### src/rtl/icache_refill.sv
// icache_refill: line-refill engine for the instruction cache.
// It issues one 8-beat AXI read burst per missed 32-byte line and writes
// each returned word straight into its data-RAM bank. After the last beat
// it writes the tag, and it forwards the missed word to fetch on the way.
// Optional feature macro: ICACHE_CRITICAL_WORD_FIRST_EN. When it is defined,
// the burst is a WRAP burst that starts at the missed word. The default
// build uses an INCR burst that starts at the line base.
module icache_refill #(
    parameter int              IDX_W    = 7,
    parameter int              ID_W     = 4,
    parameter logic [ID_W-1:0] ARID_VAL = '0
) (
    input  logic             clk,
    input  logic             resetn,
    input  logic             req_valid,
    output logic             req_ready,
    input  logic [31:0]      req_addr,
    output logic             arvalid,
    input  logic             arready,
    output logic [31:0]      araddr,
    output logic [7:0]       arlen,
    output logic [2:0]       arsize,
    output logic [1:0]       arburst,
    output logic [ID_W-1:0]  arid,
    input  logic             rvalid,
    output logic             rready,
    input  logic [31:0]      rdata,
    input  logic [1:0]       rresp,
    input  logic             rlast,
    output logic [7:0]       ram_en,
    output logic [7:0]       ram_wen,
    output logic [IDX_W-1:0] ram_addr,
    output logic [31:0]      ram_wdata,
    output logic             tag_wen,
    output logic [20:0]      tag_wdata,
    output logic             fwd_valid,
    output logic [31:0]      fwd_data,
    output logic             done,
    output logic             err
);

    typedef enum logic [1:0] {S_IDLE, S_AR, S_R, S_FIN} state_e;

    state_e      state_q, state_d;
    logic [31:2] addr_q, addr_d;     // byte offset never matters for a word refill
    logic [2:0]  cnt_q, cnt_d;       // beat counter, 0..7
    logic        err_q, err_d;

    logic        beat;               // an R beat is accepted this cycle
    logic        last_beat;
    logic [2:0]  start_off;
    logic [2:0]  word_idx;
    logic        fwd_hit;
    logic [31:0] ar_addr_c;
    logic [1:0]  ar_burst_c;
    logic        unused_addr_bits;

    // The two low address bits are not needed anywhere in this block.
    assign unused_addr_bits = ^req_addr[1:0];

`ifdef ICACHE_CRITICAL_WORD_FIRST_EN
    // Critical word first: the burst wraps from the missed word, so beat 0 is the one to forward.
    assign ar_addr_c  = {addr_q[31:2], 2'b00};
    assign ar_burst_c = 2'b10;
    assign start_off  = addr_q[4:2];
    assign fwd_hit    = (cnt_q == 3'd0);
`else
    // Line-base order: the missed word shows up on the beat whose count equals its offset.
    assign ar_addr_c  = {addr_q[31:5], 5'b0};
    assign ar_burst_c = 2'b01;
    assign start_off  = 3'd0;
    assign fwd_hit    = (cnt_q == addr_q[4:2]);
`endif

    assign beat      = (state_q == S_R) && rvalid;
    assign last_beat = (cnt_q == 3'd7);
    assign word_idx  = start_off + cnt_q;   // 3-bit add wraps modulo 8

    // State register.
    // NOTE: sequential state is updated with <= so that every flop samples pre-edge values.
    always_ff @(posedge clk or negedge resetn) begin
        if (!resetn) begin
            state_q <= S_IDLE;
        end else begin
            state_q <= state_d;
        end
    end

    // Next-state logic. Stalls wait for the handshakes, and there is no timeout.
    // NOTE: every comb output gets a default first so that no path infers a latch.
    always_comb begin
        state_d = state_q;
        case (state_q)
            S_IDLE:  if (req_valid) state_d = S_AR;
            S_AR:    if (arready) state_d = S_R;
            S_R:     if (beat && last_beat) state_d = S_FIN;
            S_FIN:   state_d = S_IDLE;
            default: state_d = S_IDLE;
        endcase
    end

    // Request latch, beat counter and sticky error, next-state values.
    always_comb begin
        addr_d = addr_q;
        cnt_d  = cnt_q;
        err_d  = err_q;
        if (state_q == S_IDLE && req_valid) begin
            addr_d = req_addr[31:2];
            cnt_d  = 3'd0;
            err_d  = 1'b0;
        end else if (beat) begin
            cnt_d = cnt_q + 3'd1;
            // A bad response, or rlast out of place, poisons the line. The burst still completes.
            if (rresp != 2'b00 || rlast != last_beat) err_d = 1'b1;
        end
    end

    // Request latch, beat counter and sticky error registers.
    always_ff @(posedge clk or negedge resetn) begin
        if (!resetn) begin
            addr_q <= '0;
            cnt_q  <= '0;
            err_q  <= 1'b0;
        end else begin
            addr_q <= addr_d;
            cnt_q  <= cnt_d;
            err_q  <= err_d;
        end
    end

    // Outputs. AR fields are driven only while arvalid is high, so that every output is 0 in reset.
    always_comb begin
        req_ready = 1'b0;
        arvalid   = 1'b0;
        araddr    = '0;
        arlen     = '0;
        arsize    = '0;
        arburst   = '0;
        arid      = '0;
        rready    = 1'b0;
        ram_en    = '0;
        ram_wen   = '0;
        ram_wdata = '0;
        tag_wen   = 1'b0;
        tag_wdata = '0;
        fwd_valid = 1'b0;
        fwd_data  = '0;
        done      = 1'b0;
        ram_addr  = addr_q[5 +: IDX_W];
        err       = err_q;
        case (state_q)
            S_IDLE: req_ready = 1'b1;
            S_AR: begin
                arvalid = 1'b1;
                araddr  = ar_addr_c;
                arlen   = 8'd7;
                arsize  = 3'd2;
                arburst = ar_burst_c;
                arid    = ARID_VAL;
            end
            S_R: begin
                rready    = 1'b1;
                ram_wdata = rdata;
                if (beat) begin
                    ram_en  = 8'b1 << word_idx;
                    ram_wen = 8'b1 << word_idx;
                    if (fwd_hit) begin
                        fwd_valid = 1'b1;
                        fwd_data  = rdata;
                    end
                end
            end
            S_FIN: begin
                tag_wen   = 1'b1;
                done      = 1'b1;
                tag_wdata = {~err_q, addr_q[31:12]};
            end
            default: ;
        endcase
    end

endmodule

### config.mk
export PLATFORM = sky130hd
export DESIGN_NAME = icache_refill
export DESIGN_NICKNAME = d
export VERILOG_FILES = /design/src/rtl/icache_refill.sv
export SDC_FILE = /design/constraint.sdc
export NUM_CORES = 1
export LEC_CHECK = 0
export BUFFER_PORTS_ARGS = -buffer_cell sky130_fd_sc_hd__buf_2
export CAP_MARGIN = 20
export CELL_PAD_IN_SITES_DETAIL_PLACEMENT = 1
export CELL_PAD_IN_SITES_GLOBAL_PLACEMENT = 2
export CORE_ASPECT_RATIO = 1.4
export CORE_MARGIN = 2
export CORE_UTILIZATION = 20
export DETAILED_ROUTE_END_ITERATION = 12
export PLACE_DENSITY_LB_ADDON = 0.1
export SLEW_MARGIN = 0
export SYNTH_ARGS = -nofsm -noshare
export SYNTH_HDL_FRONTEND = slang
export SYNTH_SLANG_ARGS = --single-unit
### constraint.sdc
create_clock -name clk -period 3.6 [get_ports clk]
set_input_delay 0.18 -clock clk [delete_from_list [all_inputs] [get_ports clk]]
set_output_delay 0.18 -clock clk [all_outputs]
set_load 0.02 [all_outputs]
==> metrics.md, run 1 <==
| Metric | Value |
|---|---|
| H-tree level count | 2 |
| Area contributors post-synth | sky130_fd_sc_hd__dfrtp_1 34%, sky130_fd_sc_hd__mux2_2 13%, sky130_fd_sc_hd__and2_1 13%, sky130_fd_sc_hd__buf_4 11%, sky130_fd_sc_hd__ha_1 5.2% |
| Root Buffer | sky130_fd_sc_hd__clkbuf_16 |
| Post-route core utilization | 29.5% |
| Multi-input logic area | roughly 0.0013 mm2 |
| Worst setup path category | reg -> out |
| Routed Antenna Nets | 0 |
| CP Data Arrival Time | ~2.7 ns |
| Maximum fanout along the worst path | 33 |
| Status | complete, no violations |
| Initial DRT Pass Iterations | 4 |
| Vias in the first global route | roughly 2.7k |
| Library cell with the largest summed area after synthesis | sky130_fd_sc_hd__dfrtp_1 |
| Number of buffers on the longest clock path | 2 |
| Avg WL per Cell | around 14 um |
| Critical Path Sink Type | output port |
| Max-cap violations | 0 |
| Largest net degree at the start of global routing | 38 |
| Number of max-slew violations in the final report | 0 |
| Antenna violations before repair | 1 |
| Hold buffer count at CTS | 0 |
| Max-slew headroom | 41.9% |
| Register-to-register setup slack | 1.50 ns |
| Avg Cell Area, Syn | about 8.5 um2 |
| Post-detailed-routing wire length | between 9 and 10 mm |
| Post-synthesis register bit count | 36 |
| Ratio of routed vias to standard cells | 4.06 |
| CTS sink cnt | 36 |
| Most numerous cell in the Yosys netlist | sky130_fd_sc_hd__and2_1 |
| Top FF cell, synth | sky130_fd_sc_hd__dfrtp_1 |
| Number of enable-type register cells in the synthesized netlist | 0 |
| Crit path launch type | flip-flop |
| Top-Level Pins | between 200 and 250 |
| Clock insertion delay at the later pin of the skew report | approximately 0.28 ns |
| Cell Rows | 49 |
| Number of warnings issued by yosys | 0 |
| Most instantiated cells after synthesis | 53 x sky130_fd_sc_hd__and2_1, 38 x sky130_fd_sc_hd__buf_4, 36 x sky130_fd_sc_hd__dfrtp_1 |
| Critical Path Source | state_q[0]$_DFFE_PN0P_ |
| Sum of negative setup slack | 0 ns |
| Core footprint | around 0.013 mm2 |
| Die outline area | approximately 0.014 mm2 |
| Clock Pin Slew Worst Setup and Hold Paths | ~0.060 ns |
| Final weighted congestion in routability-driven placement | between 0.7 and 0.8 |
| TritonCTS clock tree | yes |
| Number of nets in the layout | 580 |
| Worst Hold Class | in -> async |
| Inserted Clock Buffers | 5 |
| Setup skew after layout | 0.00286 ns |
| Slew @ Worst Pin | roughly 0.87 ns |
| Number of different library cells in the post-synthesis netlist | 25 |
| DRC viols | 0 |
| RSZ-0062 raised after global routing | false |
| Peak supply drop | 0.370 mV |
| Area growth from synthesis to layout | 43.6% |
| Reported leakage power | 2.42 nW |
| Starting utilization of the core area | slightly above 20% |
| Share of final-layout standard cells stronger than drive strength 1 | about half |
| Number of DRC markers in iteration 0 | 63 |
| Total of buffers placed on input and output ports | around 220 |
| Number of gates given a new drive strength after cts | 0 |
| Power per unit of standard cell area | just over 800 mW/mm2 |
| Half-perimeter wire length of the detailed placement result | around 7.3 mm |
| GR Overflow Total | 0 |
| Setup violations, final | 0 |
| Fraction of the cycle the final worst path needs | roughly 80% |
| Worst flop-to-flop path startpoint | state_q[0]$_DFFE_PN0P_ |
| Sequential standard cell area | around 900 um2 |
| Layout filler cell count | approximately 1.6k |
| Cells after synthesis | between 300 and 400 |
| Post-layout minimum cycle time | around 2.9 ns |
| Count of endpoints failing hold in the final timing report | 0 |
| Register area share after synthesis | roughly 34% |
| Number of setup buffers added after CTS | 0 |
| Fraction of synthesis flops using an asynchronous set or reset pin | 100% |
| Combined area of all synthesized cells | between 0.002 and 0.003 mm2 |
| GR Util All Layers | between 10% and 20% |
| Fmax | around 0.35 GHz |
| Portion of synthesized cell area occupied by the leading cell type | between 30% and 40% |
| Required time of the critical path | roughly 3.4 ns |
| Total via count in the routed design | around 2.6k |
| Horiz. Die Dim | 101 um |
| Wire length of the first global-routing pass | 14.0 mm |
| Overall die height | approximately 140 um |
==> cells in the final DEF, fill, tap and decap left out, drive strengths merged <==
master    count
nor2b         6
mux2         31
clkbuf        7
o21ai         1
mux2i         1
and3          8
nand2        29
nand4         1
nor3          1
diode         1
nor2         29
a222oi        1
xnor2         5
inv          35
dfrtp        36
a2bb2oi       1
a22oi         1
a221oi        1
a21oi         3
clkinvlp      1
and2         53
ha           11
buf         219
conb         17
==> through the flow <==
step	hold WS, ns	setup slack, ns	power [W]	area [um2]	instances
after floorplan	-0.116	1.60	0.00219	2700	325
after global placement	0.361	0.947	0.00272	3640	643
after detailed placement	0.351	0.923	0.00274	3640	643
after CTS	0.0462	0.600	0.00322	3790	651
after global routing	0.0843	0.369	0.00339	3790	652
final	0.0121	0.725	0.00314	3790	652
==> layout make-up <==
class / instances / area share [%]
Clock buffer: 7 / 3.76
Sequential cell: 36 / 23.7
Clock inverter: 1 / 0.198
Inverter: 35 / 3.46
Multi-Input combinational cell: 200 / 34.6
Tap cell: 153 / 5.05
Antenna cell: 1 / 0.0660
Timing Repair Buffer: 219 / 29.1
==> layer usage <==
metal	vias to the layer above	part of all wire, %	track usage [%]
met5	-	0	0
met3	8	10	4.34
met2	148	51	23.8
met4	0	1.7	3.98
li1	1268	-	-
met1	1220	37	12.4
==> logic make-up (layout without fill, tap and decap cells) <==
logic type / after synthesis / count (layout) / share of synthesized area [%]
compound gates: 8 / 8 / 2.08
simple gates: 127 / 127 / 24.8
mux: 32 / 32 / 13.6
xor+xnor: 5 / 5 / 1.66
flops: 36 / 36 / 34.1
other cells: 1 / 18 / 0.142
fa+ha+maj: 11 / 11 / 5.21
buf+inv: 89 / 262 / 18.4
==> state kept, by name (all words and copies together), names as in the netlist <==
register,cells
addr_q,30
state_q,2
err,1
cnt_q,3
==> where the power goes <==
part | leakage [nW] | internal [W] | total, W | switching, W
sequential | 0.429 | 0.000613 | 0.000760 | 0.000147
combinational | 1.92 | 0.000724 | 0.00193 | 0.00121
clock | 0.0701 | 0.000276 | 0.000449 | 0.000173
==> path summary, 6_finish.rpt <==
path	endpoint	depth (start not counted)
min	addr_q[10]$_DFFE_PN0P_	1
max reg2reg	addr_q[21]$_DFFE_PN0P_	5
max in group asynchronous	addr_q[24]$_DFFE_PN0P_	1
max	fwd_data[11]	6
min in group clk	addr_q[24]$_DFFE_PN0P_	2
min reg2reg	addr_q[29]$_DFFE_PN0P_	1
==> critical path, stage by stage (launching register included) <==
cell and delay [ns]:
sky130_fd_sc_hd__dfrtp_1 0.41, sky130_fd_sc_hd__inv_1 0.12, sky130_fd_sc_hd__ha_1 0.18, sky130_fd_sc_hd__and2_1 0.43
sky130_fd_sc_hd__nand4_2 0.75, sky130_fd_sc_hd__nor2_1 0.30, sky130_fd_sc_hd__buf_2 0.21
(Power assumes the default switching activity.)
==> run 2: changes to the inputs <==
Settings changed: CORE_UTILIZATION 20 to 17.
Clock period 3.6 ns to 2.49 ns, I/O delays scaled along.
==> run 2 against run 1 <==
The flow now finishes with violations (negative hold slack). Design area up 2.0%. Global-route usage down 1.3 points. Count of clock-buffer cells in the layout unchanged. Non-clock buffer count up 4. Die area up 17%. Total power up 46%. Combinational power up 47%. Sequential share of layout area down 0.47 points. Largest cell class unchanged.
==> metrics.md, run 2 (synthesis results as in run 1) <==
| Metric | Value |
|---|---|
| Crit path largest cell delay | slightly above 0.4 ns |
| Most numerous cell on the critical path | sky130_fd_sc_hd__buf_4 |
| Setup violations, final | 0 |
| Top register by number of flip-flops | addr_q |
| Initial DRT Pass Iterations | 6 |
| Core footprint | between 0.015 and 0.02 mm2 |
| Crit path launch type | flip-flop |
| Ratio of routed vias to standard cells | between 3 and 4 |
| Cell Rows | 53 |
| Required time of the critical path | around 2.4 ns |
| CTS sink cnt | 36 |
| Largest registers | addr_q (30), cnt_q (3), state_q (2) |
| H-tree level count | 2 |
| Routed Antenna Nets | 0 |
| Worst setup path category | reg -> out |
| Half-perimeter wire length of the detailed placement result | 7.63 mm |
| Total via count in the routed design | ~2.7k |
| Post-layout minimum cycle time | roughly 2.2 ns |
| Fraction of the cycle the final worst path needs | between 80% and 90% |
| Highest-delay cell along the critical path | sky130_fd_sc_hd__dfrtp_1 |
| CP Data Arrival Time | 2.04 ns |
| Number of buffers on the longest clock path | 2 |
| Critical Path Sink Type | output port |
| DRC viols | 0 |
| Top-Level Pins | between 200 and 250 |
| Sum of negative setup slack | 0 ns |
| Number of setup buffers added after CTS | 0 |
| Number of max-slew violations in the final report | 0 |
| Wire length of the first global-routing pass | roughly 14 mm |
| Post-detailed-routing wire length | just under 10 mm |
| Post-route core utilization | between 20 and 30% |
| GR Util All Layers | 11.3% |
| Total of buffers placed on input and output ports | ~220 |
| Maximum fanout along the worst path | 33 |
| Antenna violations before repair | 0 |
| Most frequent standard cell in the layout excluding fill and tap cells | sky130_fd_sc_hd__buf_2 |
| Number of nets in the layout | 584 |
| Count of endpoints failing hold in the final timing report | 36 |
| Failing checks | negative hold slack |
| Clock Pin Slew Worst Setup and Hold Paths | roughly 0.06 ns |
| Ant diodes | 0 |
| Fmax | between 0.4 and 0.5 GHz |
| Max-cap violations | 0 |
| Layout filler cell count | approximately 1.9k |
| Final weighted congestion in routability-driven placement | 0.684 |
| Horiz. Die Dim | approximately 110 um |
| Die outline area | ~0.017 mm2 |
| Overall die height | roughly 150 um |
| Root Buffer | sky130_fd_sc_hd__clkbuf_16 |
| Slew @ Worst Pin | about 0.87 ns |
| Most frequent cells in the layout | 216 x sky130_fd_sc_hd__buf_2, 53 x sky130_fd_sc_hd__and2_1, 36 x sky130_fd_sc_hd__dfrtp_1 |
| Clock insertion delay at the later pin of the skew report | roughly 0.28 ns |
| Max-slew headroom | 41.8% |
| Worst Hold Class | in -> async |
| RSZ-0062 raised after global routing | false |
| Starting utilization of the core area | roughly 17% |
| Number of DRC markers in iteration 0 | 54 |
| Sequential standard cell area | approximately 900 um2 |
| Area growth from synthesis to layout | 46.5% |
| Post-route worst hold slack | -0.0407 ns |
| Setup skew after layout | a little over 0.009 ns |
| Flip-flop count of the largest register after layout | 30 |
| Power per unit of standard cell area | 1190 mW/mm2 |
| Number of gates given a new drive strength after cts | 0 |
| Largest net degree at the start of global routing | 37 |
| Hold buffer count at CTS | 0 |
| Post-route total power | 0.00459 W |
| GR Overflow Total | 0 |
| Ordered cell list for the critical path | inv_1 > ha_1 > buf_4 > and2_1 > nand4_2 > buf_4 > nor2b_1 > buf_2 |
| Avg WL per Cell | 14.2 um |
| Peak supply drop | around 0.44 mV |
| Inserted Clock Buffers | 5 |
| Multi-input logic area | about 0.0013 mm2 |
| Share of final-layout standard cells stronger than drive strength 1 | 52.2% |
| Vias in the first global route | ~2.7k |
| Reported leakage power | 2.44 nW |
| Status | finished, violations left |
| TritonCTS clock tree | yes |
## run 2: where the power goes
part | internal (W) | switching, W
Sequential | 0.000886 | 0.000221
Clock | 0.000399 | 0.000250
Combinational | 0.00107 | 0.00176
Total | 0.00236 | 0.00223
## run 2: final cells by class
| cell class | count | share of cell area, % |
|---|---|---|
| clock buffer | 7 | 3.69 |
| multi-input combinational | 200 | 33.9 |
| inverter | 35 | 3.39 |
| clock inverter | 1 | 0.194 |
| tap | 192 | 6.21 |
| timing repair buffer | 223 | 29.3 |
| sequential | 36 | 23.3 |
## run 2: through the flow
step                      worst slack (ns)  std cells  cell area (um2)  hold slack [ns]
final                                0.330        694             3870          -0.0407
after global placement               0.580        686             3720            0.317
after global routing                0.0966        694             3870           0.0468
after floorplan                      0.544        325             2700           -0.171
after detailed placement             0.577        686             3720            0.321
after CTS                            0.265        694             3870           0.0120
## run 2: critical path: cells and delay by family, from the launching register on
family                     cells  cell delay, ns
DFF                            1            0.41
adders and majority gates      1            0.17
buffers and inverters          4            0.73
and+or+nand+nor                3            0.43
## run 2: path summary, 6_finish.rpt
| path | from | to | slack [ns] | depth (start not counted) |
|---|---|---|---|---|
| min in group clk | req_addr[21] | addr_q[21]$_DFFE_PN0P_ | 0.07 | 2 |
| worst min register to register | addr_q[28]$_DFFE_PN0P_ | addr_q[28]$_DFFE_PN0P_ | 0.52 | 1 |
| worst max register to register | cnt_q[0]$_DFFE_PN0P_ | state_q[1]$_DFFE_PN0P_ | 0.72 | 5 |
| max in group asynchronous | resetn | addr_q[20]$_DFFE_PN0P_ | 1.98 | 1 |
| worst max-delay path | state_q[0]$_DFFE_PN0P_ | fwd_data[28] | 0.33 | 8 |
| worst min-delay path | resetn | addr_q[11]$_DFFE_PN0P_ | -0.04 | 1 |
## run 2: routing by layer
metal / GRT usage (%) / part of all wire (%) / vias up
met5: 0 / 0 / -
met4: 3.23 / 1.1 / 0
met3: 4.45 / 13 / 6
met2: 20.8 / 49 / 162
met1: 11.6 / 37 / 1254
li1: - / - / 1277
